==> src/rtl/xram_arb_pkg.sv <==
// Shared encodings for the XRAM arbiter: FSM states, grant ids, default wait limit.
package xram_arb_pkg;

    typedef enum logic [1:0] {
        ST_IDLE      = 2'b00,
        ST_SERVE_CPU = 2'b01,
        ST_SERVE_DMA = 2'b10,
        ST_BAD       = 2'b11
    } state_t;

    localparam logic GRANT_CPU = 1'b0;
    localparam logic GRANT_DMA = 1'b1;

    localparam logic [7:0] TIMEOUT_DEFAULT = 8'd200;

    typedef struct packed {
        logic [15:0] addr;
        logic [7:0]  data;
        logic        wr;
    } req_t;

endpackage

==> src/rtl/xram_arb_if.sv <==
// Request/response bundle between CPU, DMA engine, XRAM and the arbiter.
// slave = arbiter side, master = requesters plus memory.
interface xram_arb_if;
    logic [15:0] cpu_addr;
    logic [7:0]  cpu_data_in;
    logic        cpu_wr;
    logic        cpu_stb;
    logic [7:0]  cpu_data_out;
    logic        cpu_ack;

    logic [15:0] dma_addr;
    logic [7:0]  dma_data_in;
    logic        dma_wr;
    logic        dma_stb;
    logic [7:0]  dma_data_out;
    logic        dma_ack;

    logic [15:0] xram_addr;
    logic [7:0]  xram_data_out;
    logic [7:0]  xram_data_in;
    logic        xram_wr;
    logic        xram_stb;
    logic        xram_ack;

    modport slave (
        input  cpu_addr, cpu_data_in, cpu_wr, cpu_stb,
        input  dma_addr, dma_data_in, dma_wr, dma_stb,
        input  xram_data_in, xram_ack,
        output cpu_data_out, cpu_ack, dma_data_out, dma_ack,
        output xram_addr, xram_data_out, xram_wr, xram_stb
    );

    modport master (
        output cpu_addr, cpu_data_in, cpu_wr, cpu_stb,
        output dma_addr, dma_data_in, dma_wr, dma_stb,
        output xram_data_in, xram_ack,
        input  cpu_data_out, cpu_ack, dma_data_out, dma_ack,
        input  xram_addr, xram_data_out, xram_wr, xram_stb
    );
endinterface

==> src/rtl/xram_arb_timer.sv <==
// XRAM wait counter: counts unacknowledged serve cycles, flags the last allowed one.
// expired is combinational from the count; clr has priority over en.
module xram_arb_timer (
    input  logic       clk,
    input  logic       rst,
    input  logic       clr,
    input  logic       en,
    input  logic [7:0] limit,
    output logic       expired
);
    logic [7:0] count;

    always_ff @(posedge clk) begin
        if (rst || clr) begin
            count <= '0;
        end else if (en) begin
            count <= count + 8'd1;
        end
    end

    assign expired = (count == limit - 8'd1);
endmodule

==> src/rtl/xram_arb.sv <==
// Round-robin arbiter of CPU and DMA onto one XRAM port; grant one cycle after stb, ack passed through same cycle.
// Requesters wait by holding stb; a stuck XRAM is cut off after TIMEOUT serve cycles with 8'hFF data.
module xram_arb
    import xram_arb_pkg::*;
#(
    parameter logic [7:0] TIMEOUT = TIMEOUT_DEFAULT
) (
    input  logic      clk,
    input  logic      rst,
    xram_arb_if.slave bus,
    input  logic      err_clr,
    output logic      busy,
    output logic      last_grant,
    output logic      timeout_err
);
    state_t     state, state_d;
    req_t       req_q, req_d;
    logic       grant_d;
    logic       serving;
    logic       expired;
    logic       finish;
    logic       timeout_hit;
    logic [7:0] rsp_data;

    assign serving     = (state == ST_SERVE_CPU) || (state == ST_SERVE_DMA);
    assign busy        = (state != ST_IDLE);
    // Abandoned accesses under reset must not ack even if XRAM answers.
    assign finish      = serving && !rst && (bus.xram_ack || expired);
    assign timeout_hit = finish && !bus.xram_ack;
    assign rsp_data    = bus.xram_ack ? bus.xram_data_in : 8'hFF;

    always_comb begin
        state_d = state;
        req_d   = req_q;
        grant_d = last_grant;
        case (state)
            ST_IDLE: begin
                if (bus.cpu_stb && (!bus.dma_stb || last_grant == GRANT_DMA)) begin
                    state_d = ST_SERVE_CPU;
                    grant_d = GRANT_CPU;
                    req_d   = {bus.cpu_addr, bus.cpu_data_in, bus.cpu_wr};
                end else if (bus.dma_stb) begin
                    state_d = ST_SERVE_DMA;
                    grant_d = GRANT_DMA;
                    req_d   = {bus.dma_addr, bus.dma_data_in, bus.dma_wr};
                end
            end
            ST_SERVE_CPU, ST_SERVE_DMA: begin
                if (finish) begin
                    state_d = ST_IDLE;
                end
            end
            default: state_d = ST_IDLE;
        endcase
    end

    always_ff @(posedge clk) begin
        if (rst) begin
            state       <= ST_IDLE;
            req_q       <= '0;
            last_grant  <= GRANT_DMA;
            timeout_err <= 1'b0;
        end else begin
            state      <= state_d;
            req_q      <= req_d;
            last_grant <= grant_d;
            if (timeout_hit) begin
                timeout_err <= 1'b1;
            end else if (err_clr) begin
                timeout_err <= 1'b0;
            end
        end
    end

    xram_arb_timer u_timer (
        .clk     (clk),
        .rst     (rst),
        .clr     (!serving),
        .en      (serving && !bus.xram_ack),
        .limit   (TIMEOUT),
        .expired (expired)
    );

    assign bus.cpu_ack      = finish && (state == ST_SERVE_CPU);
    assign bus.dma_ack      = finish && (state == ST_SERVE_DMA);
    assign bus.cpu_data_out = bus.cpu_ack ? rsp_data : 8'h00;
    assign bus.dma_data_out = bus.dma_ack ? rsp_data : 8'h00;

    assign bus.xram_stb      = serving;
    assign bus.xram_addr     = serving ? req_q.addr : 16'h0000;
    assign bus.xram_data_out = serving ? req_q.data : 8'h00;
    assign bus.xram_wr       = serving && req_q.wr;
endmodule

==> src/flat_wrapper.sv <==
// flat-port wrapper written by rule: the top's interface ports become plain ports
module xram_arb_flat import xram_arb_pkg::*;
#(
    parameter logic [7:0] TIMEOUT = TIMEOUT_DEFAULT
)
  (clk, rst, err_clr, busy, last_grant, timeout_err, bus_cpu_addr, bus_cpu_data_in, bus_cpu_wr, bus_cpu_stb, bus_dma_addr, bus_dma_data_in, bus_dma_wr, bus_dma_stb, bus_xram_data_in, bus_xram_ack, bus_cpu_data_out, bus_cpu_ack, bus_dma_data_out, bus_dma_ack, bus_xram_addr, bus_xram_data_out, bus_xram_wr, bus_xram_stb);
  xram_arb_if bus_i ();
  input  logic clk;
  input  logic rst;
  input  logic err_clr;
  output logic busy;
  output logic last_grant;
  output logic timeout_err;
  input wire logic [$bits(bus_i.cpu_addr)-1:0] bus_cpu_addr;
  input wire logic [$bits(bus_i.cpu_data_in)-1:0] bus_cpu_data_in;
  input wire logic [$bits(bus_i.cpu_wr)-1:0] bus_cpu_wr;
  input wire logic [$bits(bus_i.cpu_stb)-1:0] bus_cpu_stb;
  input wire logic [$bits(bus_i.dma_addr)-1:0] bus_dma_addr;
  input wire logic [$bits(bus_i.dma_data_in)-1:0] bus_dma_data_in;
  input wire logic [$bits(bus_i.dma_wr)-1:0] bus_dma_wr;
  input wire logic [$bits(bus_i.dma_stb)-1:0] bus_dma_stb;
  input wire logic [$bits(bus_i.xram_data_in)-1:0] bus_xram_data_in;
  input wire logic [$bits(bus_i.xram_ack)-1:0] bus_xram_ack;
  output wire logic [$bits(bus_i.cpu_data_out)-1:0] bus_cpu_data_out;
  output wire logic [$bits(bus_i.cpu_ack)-1:0] bus_cpu_ack;
  output wire logic [$bits(bus_i.dma_data_out)-1:0] bus_dma_data_out;
  output wire logic [$bits(bus_i.dma_ack)-1:0] bus_dma_ack;
  output wire logic [$bits(bus_i.xram_addr)-1:0] bus_xram_addr;
  output wire logic [$bits(bus_i.xram_data_out)-1:0] bus_xram_data_out;
  output wire logic [$bits(bus_i.xram_wr)-1:0] bus_xram_wr;
  output wire logic [$bits(bus_i.xram_stb)-1:0] bus_xram_stb;
  assign bus_i.cpu_addr = bus_cpu_addr;
  assign bus_i.cpu_data_in = bus_cpu_data_in;
  assign bus_i.cpu_wr = bus_cpu_wr;
  assign bus_i.cpu_stb = bus_cpu_stb;
  assign bus_i.dma_addr = bus_dma_addr;
  assign bus_i.dma_data_in = bus_dma_data_in;
  assign bus_i.dma_wr = bus_dma_wr;
  assign bus_i.dma_stb = bus_dma_stb;
  assign bus_i.xram_data_in = bus_xram_data_in;
  assign bus_i.xram_ack = bus_xram_ack;
  assign bus_cpu_data_out = bus_i.cpu_data_out;
  assign bus_cpu_ack = bus_i.cpu_ack;
  assign bus_dma_data_out = bus_i.dma_data_out;
  assign bus_dma_ack = bus_i.dma_ack;
  assign bus_xram_addr = bus_i.xram_addr;
  assign bus_xram_data_out = bus_i.xram_data_out;
  assign bus_xram_wr = bus_i.xram_wr;
  assign bus_xram_stb = bus_i.xram_stb;
  xram_arb #(.TIMEOUT(TIMEOUT)) u_core (.clk(clk), .rst(rst), .bus(bus_i), .err_clr(err_clr), .busy(busy), .last_grant(last_grant), .timeout_err(timeout_err));
endmodule
==> config.mk <==
export PLATFORM = sky130hd
export DESIGN_NAME = xram_arb_flat
export DESIGN_NICKNAME = d
export VERILOG_FILES = /design/src/rtl/xram_arb_pkg.sv /design/src/rtl/xram_arb_if.sv /design/src/rtl/xram_arb_timer.sv /design/src/rtl/xram_arb.sv /design/src/flat_wrapper.sv
export SDC_FILE = /design/constraint.sdc
export NUM_CORES = 1
export LEC_CHECK = 0
export ABC_AREA = 1
export CAP_MARGIN = 25
export CORE_MARGIN = 10
export CORE_UTILIZATION = 44
export DETAILED_ROUTE_END_ITERATION = 7
export GPL_TIMING_DRIVEN = 1
export PLACE_DENSITY = 0.84
export SLEW_MARGIN = 10
export SYNTH_ARGS = -nofsm -noshare
export SYNTH_HDL_FRONTEND = slang
export SYNTH_SLANG_ARGS = --single-unit
==> constraint.sdc <==
create_clock -name clk -period 3.85 [get_ports clk]
set_clock_uncertainty 0.1 [all_clocks]
set_input_delay 0.5775 -clock clk [delete_from_list [all_inputs] [get_ports clk]]
set_output_delay 0.5775 -clock clk [all_outputs]
set_load 0.03 [all_outputs]
==> results of run 1 <==
area by class of cell:
cell class	count	area, sq um
Clock buffer	7	86.3
Multi-Input combinational cell	234	1140
Timing Repair Buffer	114	1130
Inverter	52	205
Tap cell	67	83.8
Sequential cell	37	741
Fill cell	422	1390
path summary, 6_finish.rpt:
kind                            slack, ns                       to       startpoint
worst max-delay path                 0.75      bus_cpu_data_out[6]  u_core.state[0]
worst max register to register       1.83  u_core.u_timer.count[7]  u_core.state[0]
worst min register to register       0.36          u_core.req_q[5]  u_core.req_q[5]
worst min-delay path                 0.36          u_core.req_q[5]  u_core.req_q[5]
stage by stage:
stage	area (sq um)	hold slack (ns)	util	setup WS, ns
3_5_place_dp	3310	0.357	0.691	0.751
5_1_grt	3390	0.390	0.709	0.543
3_3_place_gp	3310	0.351	0.691	0.818
6_report	3390	0.365	0.709	0.751
4_1_cts	3390	0.367	0.709	0.733
2_1_floorplan	2210	0.344	-	1.20
cells by family (layout without fill, tap and decap cells):
kind of cell | count (synthesis) | count (layout) | synth area share
simple gates | 152 | 152 | 0.312
compound gates | 78 | 78 | 0.183
buf+inv | 69 | 173 | 0.148
flops | 37 | 37 | 0.335
fa+ha+maj | 4 | 4 | 0.0226
critical path, stage by stage, from the launching register on:
cell	delay, ns
dfxtp_1	0.34
inv_1	0.08
ha_1	0.34
inv_4	0.06
nor2_4	0.18
nand2_2	0.09
inv_2	0.08
nand2_2	0.12
a21oi_1	0.15
clkdlybuf4s50_1	0.70
flip-flops by register name, summed over array words and instances, names as in the netlist:
signal and cells:
u_core.u_timer.count 8, u_core.timeout_err 1, u_core.state 2, u_core.req_q 25, u_core.last_grant 1
cell usage in the layout (no fill, tap or decap):
master and instances:
nand2_1 71, dfxtp_1 37, o21ai_4 1, o21ai_0 2, nor2_2 22, inv_4 2
buf_4 4, clkbuf_1 1, clkbuf_8 6, nand2_4 1, nand4_1 1, ha_1 4
o21ai_1 28, and3_1 1, inv_2 8, nand3_2 2, a21oi_1 46, a21oi_2 1
inv_6 1, inv_1 41, nand3_1 3, nor2_4 2, clkdlybuf4s50_1 110, nor2_1 45
nand2_2 3, nor3_4 1
per-layer routing:
layer	share of wire	wire [microns]	GRT usage	vias up
met5	0	0	0	-
met1	0.42	2810	0.169	1071
met3	0.10	695	0.0831	7
li1	-	-	-	1254
met4	0.0070	47	0.0300	0
met2	0.47	3190	0.279	81
where the power goes:
part	total (mW)	internal (mW)	switching (mW)	leakage, nW
Clock	0.270	0.142	0.128	0.0443
Combinational	1.10	0.411	0.694	1.16
Sequential	0.512	0.467	0.0447	0.304
==> impl_metrics.tcl, run 1 <==
set metrics [dict create \
    status "complete, no violations" \
    start_util 0.462 \
    grt_max_degree 51 \
    ys_warn_count 0 \
    finalSetupTns_ns 0 \
    rows 25 \
    required_ns 3.17 \
    layout_min_cycle_time_ns 3.10 \
    synth.distinct_cells 25 \
    relSlewSlack 0.484 \
    cts_tree "yes" \
    synth_area_leaders "dfxtp_1 (33%), nand2_1 (12%), a21oi_1 (10%), nor2_1 (7.6%), inv_1 (7.0%)" \
    dieHeight_microns 90.9 \
    rsz0062_at_grt "false" \
    synth_top_area_frac 0.335 \
    antenna_cells 0 \
    grt_usage 0.160 \
    worstHoldPathCells 2 \
    finalNonFillerCells 511 \
    ys_seq_area_frac 0.335 \
    clkTransAtPathRegs_ns 0.07 \
    syn_area_sq_um 2210 \
    drc 0 \
    syn_to_final_growth_pct 53.3 \
    die-area_sq_um 8260 \
    wire_per_inst_microns 13.2 \
    grt_overflow 0 \
    cts_setup_buffers 0 \
    worstPathMaxFanout 9 \
    ff2ff_path_depth 10 \
    io_pins 111 \
    fmax_mhz 323 \
    clockBufferDepth 2 \
    syn_nets 408 \
    worst_pin_slew_ns 0.773 \
    synthArstFlopShare 0 \
    viasPerCell 4.72 \
    cp-start-kind "flip-flop" \
    end_kind "primary output" \
    p_leak_nw 1.51 \
    grt_pass1_wl_mm 11.2 \
    placedCellCount 504 \
    arrival_ns 2.42 \
    cts_root_buf "clkbuf_8" \
    drt_iter0_markers 93 \
    port_buffers 110 \
    synth.largest_area_cell "dfxtp_1" \
    clock-sinks 37 \
    globalplace.congestion 0.813 \
    syn_area_per_cell_sq_um 6.51 \
    drt_wl_total_mm 6.74 \
    hold_buffers 0 \
    yosysMostFrequentCell "nand2_1" \
    dp_hpwl_mm 5.22 \
    num-nets-final 512 \
    setup_viol 0 \
    drtAntennaViolNets 0 \
    fin_crit_sh 0.805 \
    hold_path.class "reg -> reg" \
    vias 2413 \
    synthFlopType "dfxtp_1" \
    drv_cap 0 \
    power_density_nw_per_um2 556 \
    final_layout_size_suffix_gt1_frac 0.122 \
    coreArea_sq_um 4790 \
    ctsResizeCount 0 \
    cts_buffers 5 \
    synth_edf_count 0 \
    first_pass_iters 4 \
    clock_latency_ns 0.28 \
    htreeDepth 2 \
    power_mw 1.89 \
    synthCells 340 \
    die_width_microns 90.9 \
    antenna_found_initial 0 \
    irDropWorstVdd_uv 271 \
    ys_seq_elements 37 \
    grt_pass1_vias 2396 \
    crit_type "reg -> out" \
    finalHoldViolCount 0 \
    synth_common_cells "nand2_1 (71), a21oi_1 (46), nor2_1 (45)" \
    drv_slew 0 \
]
(Power assumes the default switching activity.)
==> run 2: changes to the inputs <==
--- a/config.mk
+++ b/config.mk
@@ -8,10 +8,10 @@
 export ABC_AREA = 1
 export CAP_MARGIN = 25
 export CORE_MARGIN = 10
-export CORE_UTILIZATION = 44
+export CORE_UTILIZATION = 40
 export DETAILED_ROUTE_END_ITERATION = 7
 export GPL_TIMING_DRIVEN = 1
-export PLACE_DENSITY = 0.84
+export PLACE_DENSITY = 0.77
 export SLEW_MARGIN = 10
 export SYNTH_ARGS = -nofsm -noshare
 export SYNTH_HDL_FRONTEND = slang
==> constraint.sdc (replaced) <==
create_clock -name clk -period 3 [get_ports clk]
set_clock_uncertainty 0.1 [all_clocks]
set_input_delay 0.45 -clock clk [delete_from_list [all_inputs] [get_ports clk]]
set_output_delay 0.45 -clock clk [all_outputs]
set_load 0.03 [all_outputs]
==> impl_metrics.tcl, run 2 (same netlist as run 1, synthesis figures left out) <==
set metrics [dict create \
    status "complete, no violations" \
    layout_min_cycle_time_ns 2.77 \
    switching_power_mw 1.12 \
    drt_wl_total_mm 6.76 \
    hold_slack_ns 0.368 \
    cpPeakStageDelay_ns 0.68 \
    cp-startpoint "u_core.state[0]" \
    drtAntennaViolNets 0 \
    clock_power_share 0.142 \
    worstPathMaxFanout 23 \
    syn_to_final_growth_pct 53.2 \
    drt_iter0_markers 75 \
    globalplace.congestion 0.808 \
    clkTransAtPathRegs_ns 0.07 \
    clock-sinks 37 \
    crit_top_cell "inv_1" \
    grt_usage 0.152 \
    grt_overflow 0 \
    clockBufferDepth 2 \
    wire_per_inst_microns 13.1 \
    end_kind "primary output" \
    final_common_cell "clkdlybuf4s50_1" \
    required_ns 2.45 \
    grt_max_degree 51 \
    register_area_sq_um 741 \
    worst_pin_slew_ns 0.383 \
    fmax_mhz 361 \
    largest_reg_flops 25 \
    power_frac_seq 0.266 \
    antenna_found_initial 0 \
    rows 27 \
    drc 0 \
    irDropWorstVdd_uv 336 \
    p_int_mw 1.36 \
    top_regs "u_core.req_q: 25 flops, u_core.u_timer.count: 8 flops, u_core.state: 2 flops" \
    final_cell_mix "clkdlybuf4s50_1 (92), nand2_1 (71), a21oi_1 (46), nor2_1 (45), inv_1 (41)" \
    start_util 0.407 \
    worstReg2RegStart "u_core.state[0]" \
    drv_slew 0 \
    multiInputGateArea_sq_um 1140 \
    cts_root_buf "clkbuf_8" \
    post_dp_cell_area_sq_um 3300 \
    fillCellCount 509 \
    switching_share 0.452 \
    io_pins 111 \
    arrival_ns 2.22 \
    hold_buffers 0 \
    final_layout_size_suffix_gt1_frac 0.166 \
    regMostFlops "u_core.req_q" \
    coreArea_sq_um 5440 \
    vias 2375 \
    cts_buffers 5 \
    dp_hpwl_mm 5.16 \
    final_util 0.623 \
    grt_pass1_wl_mm 11.0 \
    cts_tree "yes" \
    hp-start "u_core.req_q[17]" \
    comb_power_share 0.592 \
    first_pass_iters 5 \
    crit_type "reg -> out" \
    power_mw 2.48 \
    power_density_nw_per_um2 733 \
    fin_crit_sh 0.924 \
    setup_viol 0 \
    dieHeight_microns 94.4 \
    cp-start-kind "flip-flop" \
    hold_path.class "reg -> reg" \
    die-area_sq_um 8900 \
    clock_latency_ns 0.28 \
    ctsResizeCount 0 \
    drv_cap 0 \
    viasPerCell 4.59 \
    die_width_microns 94.4 \
    cts_setup_buffers 0 \
    design_area_sq_um 3390 \
    p_leak_nw 1.56 \
    finalHoldViolCount 0 \
    port_buffers 110 \
    grt_pass1_vias 2351 \
    rsz0062_at_grt "false" \
    cpMaxStageDelayCell "clkdlybuf4s50_1" \
    num-nets-final 513 \
    htreeDepth 2 \
    relSlewSlack 0.745 \
    antenna_cells 0 \
    worstPathCellList "inv_1 > ha_1 > buf_12 > nand2_1 > inv_1 > clkdlybuf4s50_1" \
    finalSetupTns_ns 0 \
]
-- run 2: cell count changes in the layout (fill, tap and decap cells not counted), sizes merged --
| cell | change |
|---|---|
| clkdlybuf4s50 | -18 |
| clkbuf | -1 |
| buf | +19 |
| clkinvlp | +1 |
-- run 2: layout make-up --
cell class | instances | area share
clock buffers | 6 | 0.0244
inverters | 52 | 0.0605
flip-flops and latches | 37 | 0.219
repair buffers | 115 | 0.330
well taps | 72 | 0.0266
multi-input cells | 234 | 0.338
clock inverters | 1 | 0.00221
-- run 2: power by group through the flow --
stage / Combinational (mW) / Sequential [mW] / Clock [mW]
5_1_grt: 1.63 / 0.676 / 0.383
4_1_cts: 1.48 / 0.662 / 0.361
3_3_place_gp: 1.45 / 0.671 / 0
3_5_place_dp: 1.48 / 0.672 / 0
2_1_floorplan: 1.01 / 0.663 / 0
6_report: 1.47 / 0.660 / 0.352
-- run 2: layer usage --
metal,part of all wire,up-vias,GRT usage
met3,0.12,4,0.0817
met1,0.41,1038,0.168
met2,0.47,76,0.249
li1,-,1257,-
met4,0.0078,0,0.0380
met5,0,-,0
-- run 2: critical path: cells and delay by family, from the launching register on --
family | cells | cell delay, ns
and+or+nand+nor | 1 | 0.07
buffers and inverters | 4 | 1.04
adders and majority gates | 1 | 0.50
DFF | 1 | 0.34
-- run 2: worst paths after layout --
| path | endpoint | slack, ns | depth (start not counted) |
|---|---|---|---|
| max | bus_xram_addr[2] | 0.23 | 6 |
| max reg2reg | u_core.u_timer.count[7] | 1.03 | 10 |
| min | u_core.req_q[17] | 0.37 | 2 |
| min reg2reg | u_core.req_q[17] | 0.37 | 2 |
-- run 2: stage by stage --
stage,worst slack (ns),std cells
detailed placement,0.529,510
finish,0.229,517
CTS,0.220,517
floorplan,0.478,340
global route,0.0747,517
global placement,0.580,510
